==> config.mk <==
export PLATFORM = sky130hd
export DESIGN_NAME = axi_stream_extract_header
export DESIGN_NICKNAME = d
export VERILOG_FILES = /design/src/rtl/axis_hdr_pkg.sv /design/src/rtl/axis_reg_slice.sv /design/src/rtl/axi_stream_extract_header.sv
export SDC_FILE = /design/constraint.sdc
export NUM_CORES = 1
export LEC_CHECK = 0
export BUFFER_PORTS_ARGS = -buffer_cell sky130_fd_sc_hd__buf_4
export CAP_MARGIN = 30
export CORE_UTILIZATION = 29
export CTS_BUF_LIST = sky130_fd_sc_hd__clkbuf_8
export DETAILED_ROUTE_END_ITERATION = 8
export SLEW_MARGIN = 0
export SYNTH_ARGS = -nofsm -noshare
export SYNTH_HDL_FRONTEND = slang
export SYNTH_HIERARCHICAL = 1
export SYNTH_SLANG_ARGS = --single-unit
==> constraint.sdc <==
create_clock -name clk -period 4.6 [get_ports clk]
set_clock_uncertainty 0.15 [all_clocks]
set_input_delay 0.46 -clock clk [delete_from_list [all_inputs] [get_ports clk]]
set_output_delay 0.46 -clock clk [all_outputs]
set_load 0.02 [all_outputs]
==> src/rtl/axis_hdr_pkg.sv <==
// Shared types and keep-mask helpers for the AXI-Stream header extractor.
package axis_hdr_pkg;
  localparam int MAX_BYTES = 128;
  localparam int CNT_W     = 8;

  typedef enum logic [1:0] {FIRST, STREAM, FLUSH} state_t;

  // Mask of cnt ones, either right-aligned or left-aligned within nbytes lanes.
  function automatic logic [MAX_BYTES-1:0] keep_from_cnt(input logic [CNT_W-1:0] cnt,
                                                         input logic [CNT_W-1:0] nbytes,
                                                         input logic left);
    logic [MAX_BYTES-1:0] m;
    m = '0;
    for (int i = 0; i < MAX_BYTES; i++)
      if (i < int'(cnt)) m[i] = 1'b1;
    if (left) m = m << (nbytes - cnt);
    return m;
  endfunction

  function automatic logic [CNT_W-1:0] keep_popcount(input logic [MAX_BYTES-1:0] k);
    logic [CNT_W-1:0] c;
    c = '0;
    for (int i = 0; i < MAX_BYTES; i++) c = c + CNT_W'(k[i]);
    return c;
  endfunction
endpackage

==> src/rtl/axis_reg_slice.sv <==
// One-entry valid/ready output register; free means it can take a new entry this cycle.
module axis_reg_slice #(
  parameter int PW = 8
) (
  input  logic          clk,
  input  logic          rst,
  input  logic          load,
  input  logic [PW-1:0] d,
  output logic          free,
  output logic          valid,
  output logic [PW-1:0] q,
  input  logic          ready
);
  assign free = !valid || ready;

  always_ff @(posedge clk or posedge rst) begin
    if (rst) begin
      valid <= 1'b0;
      q     <= '0;
    end else if (load) begin
      valid <= 1'b1;
      q     <= d;
    end else if (ready) begin
      valid <= 1'b0;
    end
  end
endmodule

==> src/rtl/axi_stream_extract_header.sv <==
// Strips the first N bytes of each packet onto a header channel and re-packs
// the remaining payload MSB-aligned into full beats.
module axi_stream_extract_header
  import axis_hdr_pkg::*;
#(
  parameter int DATA_WD      = 32,
  parameter int DATA_BYTE_WD = DATA_WD / 8,
  parameter int BYTE_CNT_WD  = $clog2(DATA_BYTE_WD)
) (
  input  logic                    clk,
  input  logic                    rst,
  input  logic                    valid_in,
  input  logic [DATA_WD-1:0]      data_in,
  input  logic [DATA_BYTE_WD-1:0] keep_in,
  input  logic                    last_in,
  output logic                    ready_in,
  input  logic [BYTE_CNT_WD-1:0]  byte_extract_cnt,
  output logic                    valid_header,
  output logic [DATA_WD-1:0]      data_header,
  output logic [DATA_BYTE_WD-1:0] keep_header,
  input  logic                    ready_header,
  output logic                    valid_out,
  output logic [DATA_WD-1:0]      data_out,
  output logic [DATA_BYTE_WD-1:0] keep_out,
  output logic                    last_out,
  input  logic                    ready_out
);
  localparam int W = DATA_BYTE_WD;
  localparam logic [CNT_W-1:0] W_B = CNT_W'(W);

  state_t              state, state_nx;
  logic [DATA_WD-1:0]  res, res_nx;
  logic [CNT_W-1:0]    res_cnt, res_cnt_nx;
  logic [DATA_WD-1:0]  din_m;
  logic [CNT_W-1:0]    n, k, tot;
  logic [CNT_W+2:0]    sh_hdr, sh_pay, sh_res;
  logic [2*DATA_WD-1:0] wide;
  logic                acc, hdr_free, pay_free, hdr_load, pay_load;
  logic [DATA_WD-1:0]  hdr_d, pay_d;
  logic [W-1:0]        hdr_k, pay_k;
  logic                pay_l;

  // Bytes outside keep are zeroed so every output lane beyond keep reads zero.
  for (genvar j = 0; j < W; j++) begin : g_mask
    assign din_m[8*j +: 8] = data_in[8*j +: 8] & {8{keep_in[j]}};
  end

  always_comb begin
    case (state)
      FIRST:   ready_in = hdr_free && pay_free && !rst;
      STREAM:  ready_in = pay_free && !rst;
      default: ready_in = 1'b0;
    endcase
  end

  assign acc = valid_in && ready_in;

  always_comb begin
    k      = keep_popcount(MAX_BYTES'(keep_in));
    n      = (byte_extract_cnt == '0) ? W_B : CNT_W'(byte_extract_cnt);
    tot    = res_cnt + k;
    sh_hdr = {W_B - n, 3'b000};
    sh_pay = {n, 3'b000};
    sh_res = {W_B - res_cnt, 3'b000};
    // Residue sits MSB-aligned; the new beat is appended right behind its R bytes.
    wide   = {res, {DATA_WD{1'b0}}} | ({{DATA_WD{1'b0}}, din_m} << sh_res);

    state_nx   = state;
    res_nx     = res;
    res_cnt_nx = res_cnt;
    hdr_load   = 1'b0;
    hdr_d      = '0;
    hdr_k      = '0;
    pay_load   = 1'b0;
    pay_d      = '0;
    pay_k      = '0;
    pay_l      = 1'b0;

    case (state)
      FIRST: if (acc) begin
        hdr_load = 1'b1;
        hdr_d    = din_m >> sh_hdr;
        hdr_k    = W'(keep_from_cnt((k < n) ? k : n, W_B, 1'b0));
        if (last_in) begin
          res_nx     = '0;
          res_cnt_nx = '0;
          if (k > n) begin
            pay_load = 1'b1;
            pay_d    = din_m << sh_pay;
            pay_k    = W'(keep_from_cnt(k - n, W_B, 1'b1));
            pay_l    = 1'b1;
          end
        end else begin
          res_nx     = din_m << sh_pay;
          res_cnt_nx = W_B - n;
          state_nx   = STREAM;
        end
      end
      STREAM: if (acc) begin
        pay_load = 1'b1;
        pay_d    = wide[2*DATA_WD-1 -: DATA_WD];
        if (!last_in) begin
          pay_k  = '1;
          res_nx = wide[DATA_WD-1:0];
        end else if (tot <= W_B) begin
          pay_k      = W'(keep_from_cnt(tot, W_B, 1'b1));
          pay_l      = 1'b1;
          res_nx     = '0;
          res_cnt_nx = '0;
          state_nx   = FIRST;
        end else begin
          pay_k      = '1;
          res_nx     = wide[DATA_WD-1:0];
          res_cnt_nx = tot - W_B;
          state_nx   = FLUSH;
        end
      end
      FLUSH: if (pay_free) begin
        pay_load   = 1'b1;
        pay_d      = res;
        pay_k      = W'(keep_from_cnt(res_cnt, W_B, 1'b1));
        pay_l      = 1'b1;
        res_nx     = '0;
        res_cnt_nx = '0;
        state_nx   = FIRST;
      end
      default: state_nx = FIRST;
    endcase
  end

  always_ff @(posedge clk or posedge rst) begin
    if (rst) begin
      state   <= FIRST;
      res     <= '0;
      res_cnt <= '0;
    end else begin
      state   <= state_nx;
      res     <= res_nx;
      res_cnt <= res_cnt_nx;
    end
  end

  axis_reg_slice #(.PW(DATA_WD + W)) u_hdr (
    .clk   (clk),
    .rst   (rst),
    .load  (hdr_load),
    .d     ({hdr_d, hdr_k}),
    .free  (hdr_free),
    .valid (valid_header),
    .q     ({data_header, keep_header}),
    .ready (ready_header)
  );

  axis_reg_slice #(.PW(DATA_WD + W + 1)) u_pay (
    .clk   (clk),
    .rst   (rst),
    .load  (pay_load),
    .d     ({pay_d, pay_k, pay_l}),
    .free  (pay_free),
    .valid (valid_out),
    .q     ({data_out, keep_out, last_out}),
    .ready (ready_out)
  );
endmodule

==> flow_summary.ini <==
[clock_tree]
post_cts_resize_count = 0
hold_buffers = 0
insertion_delay_ns = 0.48
cts_tree = done
ctsLongestPathBuffers = 2
cts_max_level = 4
post_cts_buffers = 0
tritoncts.num_buffers = 17
cts.clk_slew.worst_paths_ns = 0.09
clock_sinks = 117
ctsRootBufferMaster = clkbuf_8

[timing]
min_period_ns = 4.10
timing.fmax_mhz = 244
setup_violations = 0
grt_setup_unrepaired = false
totalNegativeSetupSlack_ns = 0
fin_worst_hold_slack_ns = -0.000197
report.final.slew_viol_count = 0
finalHoldViolations = 1
worst-slew-pin-transition_ns = 0.964
slew-limit-headroom_pct = 35.7
period_share_pct = 89.2

[power]
total_power_mw = 7.24
power-per-cell-area_nw_per_um2 = 668
vdd.ir_drop.worst_uv = 375
static_leakage_nw = 4.81

[grt]
grt_first_pass_wirelength_um = 51300
grt_antenna_before_repair = 0
grt_max_degree = 60
first_global_vias = 8341
groute.usage.overall_pct = 20.4
global_route.overflow_total = 0

[critical_path]
worst-path-max-fanout = 6
critical_path.cell_chain = buf_4 -> fa_1 -> ha_1 -> ha_1 -> inv_1 -> fa_1 -> nor2b_1 -> nor2_1 -> nor3_1 -> o211ai_1 -> xnor2_1 -> a211oi_2 -> buf_4 -> nand3_1 -> a31oi_1 -> mux2_2
r2r_cells = 11
path_class = primary input to flip-flop
worst_path_largest_cell_delay_ns = 0.65
worstPathArrival_ns = 4.36
worstSetupStartpointType = primary input
timing.critical_path.buf_inv = 3
critical_path_required_ns = 4.86
reg2reg_to = u_pay/q[21]$_DFFE_PP0P_
cp_slowest_cell = fa_1
regToRegStartpoint = res_cnt[1]$_DFFE_PP0P_
cp-end-kind = flip-flop
setup.reg_to_reg.worst_slack_ns = 0.93
cell_family_contributing_the_most_delay_on_the_critical_path = adder cells

[placed_design]
dp_cells = 1558
placement.io_buffers = 119
dpl-instance-area_um2 = 10400
dpl.hpwl_um = 24400
finalWeightedCongestion = 0.905

[synthesis]
synth_cells = 1102
synth_top_area_cell = dfrtp_1
ys.warnings.count = 6
synth_seq_area_share_pct = 32.0
number_of_synthesized_flops_with_an_enable_pin = 0
yosys.cell_types.count = 71
ys_dominant_reg_cell = dfrtp_1
main_area_contributors_after_synthesis = dfrtp_1 32%, mux2_4 7.9%, nor2_1 7.7%
yosysTopAreaCellShare_pct = 32.0
synth_nets = 1170
asyncSetResetFlopFracSynth_pct = 100
ys_ff_latch = 117
syn-cell-area_um2 = 9150
synth_area_per_cell_um2 = 8.30

[die]
core.rowCount = 64
die_x_um = 180
core_um2 = 30800
initial_core_util_pct = 29.7
floorplan.die_area_um2 = 32300
die-height_um = 180
io_pins = 120

[finish]
fin_area_um2 = 10800
area_delta_synth_final_pct = 18.5
final_layout_size_suffix_gt1_share_pct = 24.7
final_net_count = 1249
fin_cells = 1590
insertedDiodeCount = 0

[status]
violations = design-rule violations, negative hold slack
status = finished with violations

[hold_path]
min_path_type = primary input to asynchronous set/reset pin

[routing]
drc = 14
drt_first_iter_violations = 1166
ant_nets = 0
vias = 8888
viasPerCell = 5.59
post_drt_wl_per_cell_um = 20.5
wl_um = 32500
drt_first_pass_iters = 9

[flow_run]
maxCapViolCount = 0
## worst reg2reg max path, cell delays in order, from the launching register on
cell      delay (ns)
dfrtp_1         0.47
inv_1           0.16
ha_1            0.32
nor2b_1         0.13
o21ai_0         0.16
a21oi_1         0.10
or2_2           0.54
nand4_1         0.44
o21ai_0         0.14
a222oi_1        0.59
nor2_1          0.10
mux2_4          0.27
## worst max path at each step
stage                                   start                 endpoint  slack [ns]  cells after the start
after floorplan           byte_extract_cnt[1]  u_pay/q[22]$_DFFE_PP0P_        0.04                     18
after global placement             keep_in[0]   u_pay/q[4]$_DFFE_PP0P_        0.07                     16
after detailed placement           keep_in[0]       res[7]$_DFFE_PP0P_        0.04                     13
after CTS                          keep_in[0]       res[3]$_DFFE_PP0P_        0.53                     13
after global routing               keep_in[0]   u_pay/q[4]$_DFFE_PP0P_        0.19                     16
final                              keep_in[0]   u_pay/q[4]$_DFFE_PP0P_        0.50                     16
## routing by layer
layer	GRT usage, %	vias to the layer above	part of all wire (%)
li1	-	4190	-
met1	30.3	4232	48
met2	28.7	431	41
met3	5.17	35	8.9
met4	6.00	0	1.9
met5	0	-	0
## state kept, by name (all words and copies together), names as in the netlist
register / cells
u_pay/q: 37
u_hdr/q: 36
res: 32
res_cnt: 8
state: 2
u_hdr/valid: 1
u_pay/valid: 1
## report_power, final
group | leakage [nW] | switching, mW | internal (mW) | total (mW)
Combinational | 3.03 | 2.79 | 1.70 | 4.49
Sequential | 1.57 | 0.271 | 1.39 | 1.66
Clock | 0.216 | 0.538 | 0.550 | 1.09
Total | 4.81 | 3.60 | 3.64 | 7.24
## per-stage QoR
stage | hold WS (ns) | setup slack, ns | util (%)
after floorplan | 0.335 | 0.0394 | -
after global placement | 0.344 | 0.0674 | 33.8
after detailed placement | 0.347 | 0.0446 | 33.8
after CTS | 0.00111 | 0.531 | 35.2
after global routing | 0.0233 | 0.190 | 35.2
final | -0.000197 | 0.499 | 35.2
## layout by cell type, fill, tap and decap left out, drive strengths merged, types with 6 or more instances in the layout
cell / Yosys / routed
clkbuf: 69 / 17
nor3: 19 / 19
mux2: 74 / 74
a222oi: 23 / 23
a22oi: 28 / 28
o22ai: 12 / 12
a2bb2oi: 9 / 9
dfrtp: 117 / 117
a211oi: 26 / 26
inv: 26 / 34
nand3: 45 / 45
nand4: 7 / 7
a21oi: 67 / 67
a31oi: 24 / 24
buf: 29 / 158
or2: 9 / 9
nand2b: 10 / 10
nor2b: 7 / 7
a32oi: 11 / 11
mux2i: 13 / 13
and2: 14 / 14
xnor2: 10 / 10
ha: 21 / 21
a21o: 6 / 6
and3: 8 / 8
nand2: 84 / 84
nor2: 188 / 188
o211ai: 9 / 9
o21ai: 82 / 82
a311oi: 6 / 6
o31ai: 7 / 7
## layout make-up
class | instances | area, um^2
fillers | 3209 | 20000
multi-input cells | 860 | 5680
flip-flops and latches | 117 | 2930
repair buffers | 158 | 1210
well taps | 396 | 495
clock buffers | 17 | 234
clock inverters | 15 | 191
inverters | 27 | 101
## cell usage after synthesis, drive strengths merged, types with 3 or more instances
library cell / n
nor2b: 7
a21o: 6
nand2b: 10
and2: 14
clkbuf: 69
xnor2: 10
dfrtp: 117
o211a: 3
nand2: 84
a21boi: 3
o22ai: 12
nand3: 45
nand4: 7
a222oi: 23
nor2: 188
xor2: 3
nor3: 19
a21oi: 67
or3: 4
or2: 9
buf: 29
a31oi: 24
a32o: 4
a2bb2oi: 9
o211ai: 9
ha: 21
and3: 8
inv: 26
a31o: 4
a211oi: 26
o21ai: 82
fa: 3
a22oi: 28
mux2: 74
o31ai: 7
mux2i: 13
a32oi: 11
a311oi: 6
## cell families (layout without fill, tap and decap cells)
family / count (synthesis) / after routing / synth area share, %
compound gates: 334 / 334 / 25.0
buf+inv: 125 / 217 / 6.10
flops: 117 / 117 / 32.0
fa+ha+maj: 24 / 24 / 3.53
xor+xnor: 13 / 13 / 1.49
simple gates: 402 / 402 / 19.4
mux: 87 / 87 / 12.5
(Power assumes the default switching activity.)
